===== src/rtl/mac_seq_pkg.sv =====
// Shared types and default sizes for the MAC operand sequencer.
package mac_seq_pkg;
  localparam int DEF_DATA_W      = 16;
  localparam int DEF_ACC_W       = 17;
  localparam int DEF_ADDR_W      = 8;
  localparam int DEF_MAC_LATENCY = 1;

  typedef enum logic [2:0] {IDLE, CLEAR, ISSUE, DRAIN, DONE} state_t;
endpackage


===== src/rtl/mac_seq_addr_gen.sv =====
// Term counter and operand address generation for the ISSUE phase.
module mac_seq_addr_gen #(
  parameter int ADDR_W = 8
) (
  input  logic              clock,
  input  logic              reset,
  input  logic              issue,
  input  logic [ADDR_W-1:0] len,
  input  logic [ADDR_W-1:0] act_base,
  input  logic [ADDR_W-1:0] wgt_base,
  output logic [ADDR_W-1:0] act_addr,
  output logic [ADDR_W-1:0] wgt_addr,
  output logic              last
);
  logic [ADDR_W-1:0] cnt_q;

  // Counter runs only while issuing, so every burst starts at term 0.
  always_ff @(posedge clock) begin
    if (reset)      cnt_q <= '0;
    else if (issue) cnt_q <= cnt_q + ADDR_W'(1);
    else            cnt_q <= '0;
  end

  // Addresses wrap modulo 2^ADDR_W through natural adder overflow.
  assign act_addr = issue ? act_base + cnt_q : '0;
  assign wgt_addr = issue ? wgt_base + cnt_q : '0;
  assign last     = issue && (cnt_q == len - ADDR_W'(1));
endmodule


===== src/rtl/mac_operand_sequencer.sv =====
// Streams activation/weight pairs into one MAC and returns the accumulated result.
// Define MAC_SEQ_RELU_EN to clamp negative results to zero on capture.
module mac_operand_sequencer
  import mac_seq_pkg::*;
#(
  parameter int DATA_W      = DEF_DATA_W,
  parameter int ACC_W       = DEF_ACC_W,
  parameter int ADDR_W      = DEF_ADDR_W,
  parameter int MAC_LATENCY = DEF_MAC_LATENCY
) (
  input  logic              clock,
  input  logic              reset,
  input  logic              start,
  input  logic [ADDR_W-1:0] len,
  input  logic [ADDR_W-1:0] act_base,
  input  logic [ADDR_W-1:0] wgt_base,
  output logic              busy,
  output logic              act_rd_en,
  output logic [ADDR_W-1:0] act_addr,
  input  logic [DATA_W-1:0] act_rdata,
  output logic              wgt_rd_en,
  output logic [ADDR_W-1:0] wgt_addr,
  input  logic [DATA_W-1:0] wgt_rdata,
  output logic              mac_clear,
  output logic              mac_enable,
  output logic [DATA_W-1:0] mac_data,
  output logic [DATA_W-1:0] mac_weight,
  input  logic [ACC_W-1:0]  mac_result,
  output logic              res_valid,
  input  logic              res_ready,
  output logic [ACC_W-1:0]  res_data
);
  localparam int DRAIN_W = $clog2(MAC_LATENCY + 2);

  state_t             state_q, state_d;
  logic [ADDR_W-1:0]  len_q, act_base_q, wgt_base_q;
  logic [DRAIN_W-1:0] drain_q;
  logic               drain_done, last;
  logic [ACC_W-1:0]   cap_val;

  assign mac_data   = act_rdata;
  assign mac_weight = wgt_rdata;
  assign drain_done = (state_q == DRAIN) && (drain_q == DRAIN_W'(MAC_LATENCY));

`ifdef MAC_SEQ_RELU_EN
  assign cap_val = mac_result[ACC_W-1] ? '0 : mac_result;
`else
  assign cap_val = mac_result;
`endif

  mac_seq_addr_gen #(.ADDR_W(ADDR_W)) u_addr_gen (
    .clock    (clock),
    .reset    (reset),
    .issue    (act_rd_en),
    .len      (len_q),
    .act_base (act_base_q),
    .wgt_base (wgt_base_q),
    .act_addr (act_addr),
    .wgt_addr (wgt_addr),
    .last     (last)
  );

  always_ff @(posedge clock) begin
    if (reset) state_q <= IDLE;
    else       state_q <= state_d;
  end

  always_comb begin
    state_d = state_q;
    case (state_q)
      IDLE:    if (start) state_d = (len == '0) ? DONE : CLEAR;
      CLEAR:   state_d = ISSUE;
      ISSUE:   if (last) state_d = DRAIN;
      DRAIN:   if (drain_done) state_d = DONE;
      DONE:    if (res_valid && res_ready) state_d = IDLE;
      default: state_d = IDLE;
    endcase
  end

  always_comb begin
    busy      = (state_q != IDLE);
    mac_clear = (state_q == CLEAR);
    act_rd_en = (state_q == ISSUE);
    wgt_rd_en = (state_q == ISSUE);
  end

  // Command latch, enable pipeline (aligns with 1-cycle buffer read) and drain timer.
  always_ff @(posedge clock) begin
    if (reset) begin
      len_q      <= '0;
      act_base_q <= '0;
      wgt_base_q <= '0;
      mac_enable <= 1'b0;
      drain_q    <= '0;
    end else begin
      if (state_q == IDLE && start) begin
        len_q      <= len;
        act_base_q <= act_base;
        wgt_base_q <= wgt_base;
      end
      mac_enable <= act_rd_en;
      drain_q    <= (state_q == DRAIN) ? drain_q + DRAIN_W'(1) : '0;
    end
  end

  // A zero-length command enters DONE without a valid result; it is raised a cycle later.
  always_ff @(posedge clock) begin
    if (reset) begin
      res_valid <= 1'b0;
      res_data  <= '0;
    end else begin
      if (state_q == IDLE && start && len == '0) res_data <= '0;
      if (drain_done) begin
        res_valid <= 1'b1;
        res_data  <= cap_val;
      end else if (state_q == DONE) begin
        if (res_valid && res_ready) res_valid <= 1'b0;
        else                        res_valid <= 1'b1;
      end
    end
  end
endmodule


===== config.mk =====
export PLATFORM = sky130hd
export DESIGN_NAME = mac_operand_sequencer
export DESIGN_NICKNAME = d
export VERILOG_FILES = /design/src/rtl/mac_seq_pkg.sv /design/src/rtl/mac_seq_addr_gen.sv /design/src/rtl/mac_operand_sequencer.sv
export SDC_FILE = /design/constraint.sdc
export NUM_CORES = 1
export LEC_CHECK = 0
export CORE_UTILIZATION = 30
export CTS_BUF_LIST = sky130_fd_sc_hd__clkbuf_8
export DETAILED_ROUTE_END_ITERATION = 6
export REMOVE_ABC_BUFFERS = 1
export SETUP_SLACK_MARGIN = 0.2
export SLEW_MARGIN = 40
export SYNTH_ARGS = -nofsm -noshare
export SYNTH_HDL_FRONTEND = slang
export SYNTH_HIERARCHICAL = 1
export SYNTH_SLANG_ARGS = --single-unit

===== constraint.sdc =====
create_clock -name clock -period 6.2 [get_ports clock]
set_input_delay 0.62 -clock clock [delete_from_list [all_inputs] [get_ports clock]]
set_output_delay 0.62 -clock clock [all_outputs]
set_load 0.005 [all_outputs]

# Word level (Yosys, flattened, before mapping)
# Index checks and enable logic that the tools add are counted.
op_classes:
  n_addsub: 5
  n_eq_ne: 10
  muxes: 13
  bitwise: 2
  reduce_logical: 13
ops:
  columns: ["op", "count"]
  rows:
  - ["two-way mux 17 bit", 2]
  - ["adder 8 bit", 2]
  - ["two-way mux 8 bit", 2]
  - ["two-way mux 3 bit", 5]
  - ["one-hot mux 3 bit (5 select lines)", 1]
  - ["adder 8 x 1 -> 8 bit (second input constant)", 1]
  - ["equality test 8 bit", 1]
  - ["logical NOT 8 bit", 1]
  - ["!= test 2 bit (second input constant)", 4]
  - ["subtractor 8 x 1 -> 8 bit (second input constant)", 1]
  - ["equality test 3 x 2 -> 1 bit (second input constant)", 2]
  - ["logical AND 1 bit", 5]
  - ["AND reduction 4 bit", 1]
  - ["nonzero test 2 bit", 2]
  - ["OR reduction 2 bit", 2]
  - ["equality test 3 x 1 -> 1 bit (second input constant)", 1]
  - ["equality test 3 bit (second input constant)", 1]
  - ["logical NOT 3 bit", 1]
  - ["two-way mux 1 bit", 3]
  - ["nonzero test 3 bit", 1]
  - ["adder 2 x 1 -> 2 bit (second input constant)", 1]
  - ["equality test 2 x 1 -> 1 bit (second input constant)", 1]
  - ["inverter 1 bit", 2]
totals:
  reg_bits: 56
  in_bits: 77
  output_inout_bits: 71
  elab_cells: 52

# Logic depth before layout (Yosys ltp)
depth:
  word_depth: 5
  depth_mapped: 10
  mapped_depth_nobuf: 10

# Cells and area by module
# Netlist, hierarchy kept.
modules_own_cells:
  columns: ["mod", "instances", "cells_per_inst", "area_each_um2", "seq_area_each_um2"]
  rows:
  - ["mac_operand_sequencer", 1, 253, 2031.9, 960.9]
  - ["mac_seq_addr_gen", 1, 145, 1187.4, 160.2]

# Worst setup path after synthesis
# Ideal clock, no wire load.
synth_path:
  kind: "flip-flop to output port"
  start: "register u_addr_gen.cnt_q[0]"
  end: "output port act_addr[6]"
  arrival_time_ps: 1790
  required_time_ps: 5580
  path_slack_ps: 3790
  path_stages_with_launch: 9
  n_path_buf: 0
  path_cell_list: "dfxtp_1 > ha_1 > fa_1 > a21o_1 > a21oi_1 > o21bai_1 > a21oi_1 > xnor2_1 > and2_1"
synth_between:
  elab_chain_cells: 2
synth_lines:
  columns: ["item", "line_no", "source"]
  rows:
  - ["start: declaration", "mac_seq_addr_gen.sv:15", "logic [ADDR_W-1:0] cnt_q;"]
  - ["start signal: assignment", "mac_seq_addr_gen.sv:20", "else if (issue) cnt_q <= cnt_q + ADDR_W'(1);"]
  - ["adder 8 bit", "mac_seq_addr_gen.sv:25", "assign act_addr = issue ? act_base + cnt_q : '0;"]
  - ["two-way mux 8 bit", "mac_seq_addr_gen.sv:25", null]
  - ["end: declaration", "mac_operand_sequencer.sv:19", "output logic [ADDR_W-1:0] act_addr,"]
# No other way between the ends.

# Worst setup path after layout
layout_path:
  start: "register u_addr_gen.cnt_q[0]"
  end: "output port wgt_addr[6]"
layout_between:
  elab_chain_cells: 2
layout_lines:
  columns: ["item", "line_no", "source"]
  rows:
  - ["adder 8 bit", "mac_seq_addr_gen.sv:26", "assign wgt_addr = issue ? wgt_base + cnt_q : '0;"]
  - ["two-way mux 8 bit", "mac_seq_addr_gen.sv:26", null]
  - ["end: declaration", "mac_operand_sequencer.sv:22", "output logic [ADDR_W-1:0] wgt_addr,"]
# No other way between the ends.

==> flow_summary.ini <==
[critical_path]
timing.critical_path.to_type = output port
reg2reg_depth = 7
timing.reg2reg.setup_slack_ns = 3.66
class_of_the_most_critical_setup_path = reg -> out
worstPathMaxFanout = 6
cp-start-kind = register
r2r_end = state_q[0]
slowest_delay_ns = 0.50
critPathMostFrequentCell = sky130_fd_sc_hd__a21oi_1
endpoint_required_time_on_the_critical_path_ns = 5.58
path_cells = ha_1 -> fa_1 -> a21o_1 -> a21oi_1 -> o21bai_1 -> a21oi_1 -> xnor2_1 -> and2_1 -> clkdlybuf4s50_1
worst_path_cell_with_the_longest_stage_delay = sky130_fd_sc_hd__clkdlybuf4s50_1
timing.rr.start = state_q[1]
cp_data_arrival_time_ns = 2.79

[die]
initial_core_utilization_pct = 31.0
design.portCount = 148
rows = 37
die-area_um2 = 11100
die_width_um = 106
die_height_um = 106
floorplan.core_area_um2 = 10400

[global_route]
grt.overflow.total = 0
grt_use_total_pct = 14.6
number_of_global_route_vias_before_repair = 2492
grt_first_pass_wirelength_mm = 13.0
grt_start_max_net_pins = 32
antenna_found_initial = 0

[clock_network]
htree_num_levels = 2
clk_pin_slew_ns = 0.10
clk_path_buf_depth = 2
ctsHoldBuffers = 0
clock_latency_ns = 0.31
cts_tree = built
post-cts-setup-buffers = 0
master_cell_of_the_clock_root_buffer = sky130_fd_sc_hd__clkbuf_8
tritoncts.num_buffers = 5
cts.sinks = 56
post_cts_resized = 0

[synthesis]
yosys_most_used_dff = sky130_fd_sc_hd__dfxtp_1
postSynthAreaPerCell_um2 = 8.09
yosysWarnings = 6
cells_taking_the_most_area_after_synthesis = sky130_fd_sc_hd__dfxtp_1, sky130_fd_sc_hd__nand2_1, sky130_fd_sc_hd__a21oi_1
seq_area_frac_synth_pct = 34.8
synth_top_cell_area_share_pct = 34.8
synth-seq-cells = 56
synthesis.area_um2 = 3220
synth-async-reset-ratio_pct = 0
synth_cells = 398
synth_cell_types = 47
synth-edff-count = 0
yosys.area.top_type = sky130_fd_sc_hd__dfxtp_1

[drt]
wire_length_reported_by_the_detailed_router_mm = 8.14
drtIter0Drc = 104
route.detailed.wl_per_inst_um = 14.1
drt_drc_violations_left = 0
drt_pre_antenna_iters = 4
num_vias = 2710
detail_route.vias_per_cell = 4.71
ant_nets = 0

[timing]
clock.fmax_ghz = 0.293
fin_crit_sh_pct = 55.0
finalSetupTns_ns = 0
slew_violations = 0
min_period_ns = 3.41
tightestPinTransition_ns = 0.740
slew-limit-headroom_pct = 50.4
rsz0062_at_grt = false
timing.clock.skew_ns = 0.0109
post-route-worst-setup-slack_ns = 2.79
finalHoldViolations = 0
finalSetupViolations = 0

[place]
buffer_ports.inserted = 83
gp_congestion = 0.806
place_hpwl_mm = 6.26
dp_slack_ns = 3.12

[worst_hold_path]
hold_path.class = reg -> reg
hold_path_cells = 1
hold_path_end = drain_q[0]
hold_path.startpoint = drain_q[0]

[cells_and_area]
net_count_reported_at_finish = 534
number_of_antenna_repair_diodes = 0
area.growth.synth_to_final_pct = 25.1
final_layout_size_suffix_gt1_share_pct = 3.42

[run_status]
outcome = finished clean

[power_and_ir_drop]
ir_drop_uv = 85.0
p_total_uw = 743
static-leakage-power_nw = 1.53
power-per-cell-area_nw_per_um2 = 184

[run]
max_cap_violations = 0
-- flip-flops by register name (all words and copies together) (netlist names) --
signal	count
act_base_q	8
drain_q	2
len_q	8
mac_enable	1
res_data	17
res_valid	1
state_q	3
u_addr_gen/cnt_q	8
wgt_base_q	8
-- stage by stage --
| stage | instance area, um2 | cells | hold slack [ns] | util [%] |
|---|---|---|---|---|
| final | 4030 | 575 | 0.439 | 38.8 |
| after global routing | 4030 | 575 | 0.457 | 38.8 |
| after CTS | 4030 | 575 | 0.435 | 38.8 |
| after detailed placement | 3920 | 567 | 0.420 | 37.8 |
| after global placement | 3910 | 567 | 0.408 | 37.7 |
| after floorplan | 2880 | 346 | 0.399 | - |
-- cell type report --
cell class                 instances  area (um2)
inverter                          10        37.5
fill                            1080        6340
multi-input combinational        280        1740
sequential                        56        1120
clock inverter                     3        38.8
clock buffer                       5        68.8
timing repair buffer              85         846
tap                              136         170
-- power breakdown --
part	total [mW]	switching, mW	leakage [nW]	internal, mW
Clock	0.231	0.113	0.0593	0.118
Sequential	0.389	0.0159	0.455	0.373
Combinational	0.123	0.0557	1.01	0.0669
-- cells by family (layout without fill, tap and decap cells) --
family	after synthesis	after routing	share of synthesized area [%]
adder cells (fa/ha/maj)	19	19	7.85
flip-flops	56	56	34.8
AO/OA/AOI/OAI	82	82	15.4
XOR/XNOR	29	29	8.12
buffers and inverters	62	103	11.6
AND/OR/NAND/NOR	150	150	22.2
-- worst max-delay path by stage --
stage,startpoint,to,slack [ns]
2_1_floorplan,state_q[1],state_q[0],3.62
3_3_place_gp,start,res_data[7],3.16
3_5_place_dp,u_addr_gen/cnt_q[0],wgt_addr[6],3.12
4_1_cts,u_addr_gen/cnt_q[0],wgt_addr[6],2.78
5_1_grt,u_addr_gen/cnt_q[1],act_addr[7],2.59
6_report,u_addr_gen/cnt_q[0],wgt_addr[6],2.79
-- cells in the mapped netlist (all sizes together), types with 4 or more instances --
master and count:
nand3 5, o21bai 5, buf 36, and2 16, ha 17, nor2 13
xor2 10, clkbuf 16, nand2b 4, a21o 4, nand2 86, o21ai 6
inv 10, a21oi 54, xnor2 19, dfxtp 56
-- placed cells by master, fill, tap and decap left out, drive strengths merged, types with 3 or more instances in the layout --
cell,instances
o21ai,6
nor2b,3
nor3b,3
nand3,5
and2,16
a21o,4
nor4,3
nand2b,4
inv,11
dfxtp,56
o21bai,5
ha,17
xor2,10
xnor2,19
and3,3
a21oi,54
clkbuf,5
nor2,13
nand2,86
clkdlybuf4s50,83
-- metal layers --
layer	track usage (%)	wire length, um	share of wire, %	vias up
li1	-	-	-	1376
met1	20.7	4110	51	1239
met3	5.94	598	7.4	8
met4	2.68	58	0.71	0
met2	20.4	3360	41	87
met5	2.38	0	0	-
-- critical path, delay by kind of cell (launching register included) --
| family | cells | cell delay (ns) |
|---|---|---|
| adder cells (fa/ha/maj) | 2 | 0.64 |
| flip-flops | 1 | 0.39 |
| AO/OA/AOI/OAI | 4 | 0.67 |
| AND/OR/NAND/NOR | 1 | 0.14 |
| XOR/XNOR | 1 | 0.14 |
| buffers and inverters | 1 | 0.50 |
(Power assumes the default switching activity.)
==> variant (same flow settings) <==
`DEF_DATA_W`: 16 -> 12.
--- a/src/rtl/mac_seq_pkg.sv
+++ b/src/rtl/mac_seq_pkg.sv
@@ -1,6 +1,6 @@
 // Shared types and default sizes for the MAC operand sequencer.
 package mac_seq_pkg;
-  localparam int DEF_DATA_W      = 16;
+  localparam int DEF_DATA_W      = 12;
   localparam int DEF_ACC_W       = 17;
   localparam int DEF_ADDR_W      = 8;
   localparam int DEF_MAC_LATENCY = 1;
Interface: changed (resized act_rdata, mac_data, mac_weight and wgt_rdata); port bits go from 148 to 132. No check against the original RTL was run, so the function may have changed too.
==> variant against the unedited design <==
Critical path type unchanged. Sequential cell count did not move. Clock skew decreased by 0.0023 ns. Cell area rose by 0.53%. Power increased by 5.4%. Clock power is 18% higher. Synthesized cell count fell by 2.0%. Largest cell class unchanged. Fmax increased by 0.13%. Worst setup slack better by 0.0046 ns. Global-route usage down 1.3 points. Die area shrank 1.8%. Critical path depth down 1. Synthesized area shrank 1.9%. Routed wire length is 6.9% lower. Highest routed layer unchanged.
==> variant: results (changes against the unedited design) <==
The maximum buffer depth of the clock tree came out at 2 (unchanged). The worst clock skew came out at 0.00858 ns (-0.00232 ns). The initial DRC count came out at 117 (+13%). The total number of vias is 2669 (-1.5%). The critical path arrival was 2.78 ns (about the same). The sequential element share of the synthesized area is 35.5% (+0.66 points).

The final estimated routing congestion in global placement came out at 0.719 (-11%). The wire length reported by the detailed router came out at 7.58 mm (-6.9%). The number of global-route vias before repair is 2497 (+0.20%). The number of gates given a new drive strength after cts came out at 0 (unchanged).

The root cell of the clock tree is sky130_fd_sc_hd__clkbuf_8. Counting instances in the post-synthesis netlist gives the leading cell types as sky130_fd_sc_hd__nand2_1, sky130_fd_sc_hd__dfxtp_1, sky130_fd_sc_hd__a21oi_1, sky130_fd_sc_hd__buf_4, sky130_fd_sc_hd__xnor2_1. The post-CTS repair timing setup buffer count is 0 (unchanged). The worst-path maximum fanout came out at 7 (+1). Broken down by cell family, the worst path's largest delay share belongs to compound AO/OA/AOI/OAI gates. The worst slack after detailed placement was 3.09 ns (-0.0321 ns). The number of different library cells in the post-synthesis netlist is 47 (unchanged). The peak per-stage delay on the critical path is 0.52 ns (+0.02 ns). The count of warnings emitted by yosys is 6 (unchanged). The detailed-placement wirelength estimate was 5.72 mm (-8.7%). More flip-flops sit in one register than any other, and that register is res_data. The number of optimization iterations in the first detailed-route pass came out at 4 (unchanged). The transition time at the pin with the least slew margin came to 0.702 ns (-0.0378 ns). The number of port buffers is 83 (unchanged).

The most used flip-flop cell after synthesis is sky130_fd_sc_hd__dfxtp_1. The worst hold-check path type is flop to flop. The antenna diode count is 0 (unchanged). The layout cell share with drive strength beyond 1 came out at 3.42% (+0.0078 points).

The clock transition at the register clock pins on the worst setup and hold paths after CTS is 0.10 ns (about the same). Yosys attributes the largest share of cell area to sky130_fd_sc_hd__dfxtp_1, sky130_fd_sc_hd__nand2_1, sky130_fd_sc_hd__a21oi_1, sky130_fd_sc_hd__ha_1, sky130_fd_sc_hd__buf_4. The maximum number of pins on one net before global-route repair is 32 (unchanged).

The number of flip-flops under the largest register name came out at 17 (unchanged). The H-tree level count is 2 (unchanged). The post-synthesis async set-or-reset flop share came out at 0% (unchanged). The clock insertion delay at the later pin of the skew report is 0.30 ns. The slowest stage of the critical path is the sky130_fd_sc_hd__dfxtp_1 cell.

The number of nets in the finished design is 526 (-1.5%). The maximum vdd ir drop was 0.000114 V (+34%). The global-route wire length before repair came to 11.8 mm (-8.8%). The aggregate global-route resource usage is 13.3% (-1.3 points).

The initial antenna violation count came out at 0 (unchanged). The leakage power figure came out at 1.53 nW (+0.32%). The remaining design rule violation count came out at 0 (unchanged).

The flow ran to the end, and the final reports show no timing, DRC or antenna violations. The number of buffers added by the clock tree synthesis step was 5 (unchanged).
-- variant: cell types whose count changed after synthesis --
cell and change:
sky130_fd_sc_hd__buf_4 -8
-- variant: power by group --
group / switching [mW] / internal (mW)
sequential: 0.0151 / 0.373
combinational: 0.0552 / 0.0665
clock: 0.114 / 0.159
total: 0.184 / 0.598
-- variant: kinds of logic after synthesis --
kind of cell,count (synthesis),share of synthesized area [%]
simple gates,150,22.7
compound gates,82,15.6
flops,56,35.5
buf+inv,54,9.94
xor+xnor,29,8.28
fa+ha+maj,19,8.00
-- variant: metrics by stage --
step	cells	hold WS, ns	area, µm²	util, %	power [mW]
2_1_floorplan	346	0.399	2880	-	0.455
3_3_place_gp	567	0.407	3910	38.1	0.516
3_5_place_dp	567	0.415	3920	38.1	0.519
4_1_cts	574	0.436	4050	39.4	0.790
5_1_grt	574	0.461	4050	39.4	0.822
6_report	574	0.436	4050	39.4	0.782
-- variant: final timing paths --
kind                            start  slack [ns]  depth (start not counted)           to
setup / recovery  u_addr_gen/cnt_q[1]        2.80                          8  act_addr[7]
hold reg to reg            drain_q[0]        0.44                          1   drain_q[0]
hold / removal             drain_q[0]        0.44                          1   drain_q[0]
setup reg to reg           state_q[1]        3.64                          7   state_q[0]
-- variant: area by class of cell --
cell class / instances / area (µm²)
multi-input combinational: 280 / 1740
timing repair buffer: 85 / 846
clock inverter: 2 / 60.1
fill: 1087 / 6230
sequential: 56 / 1120
clock buffer: 5 / 68.8
inverter: 10 / 37.5
tap: 136 / 170
-- variant: layer usage --
metal / GRT usage (%) / share of wire, % / up-vias
li1: - / - / 1372
met1: 16.9 / 46 / 1215
met2: 21.3 / 47 / 77
met3: 4.55 / 6.4 / 5
met4: 2.92 / 0.84 / 0
met5: 2.38 / 0 / -
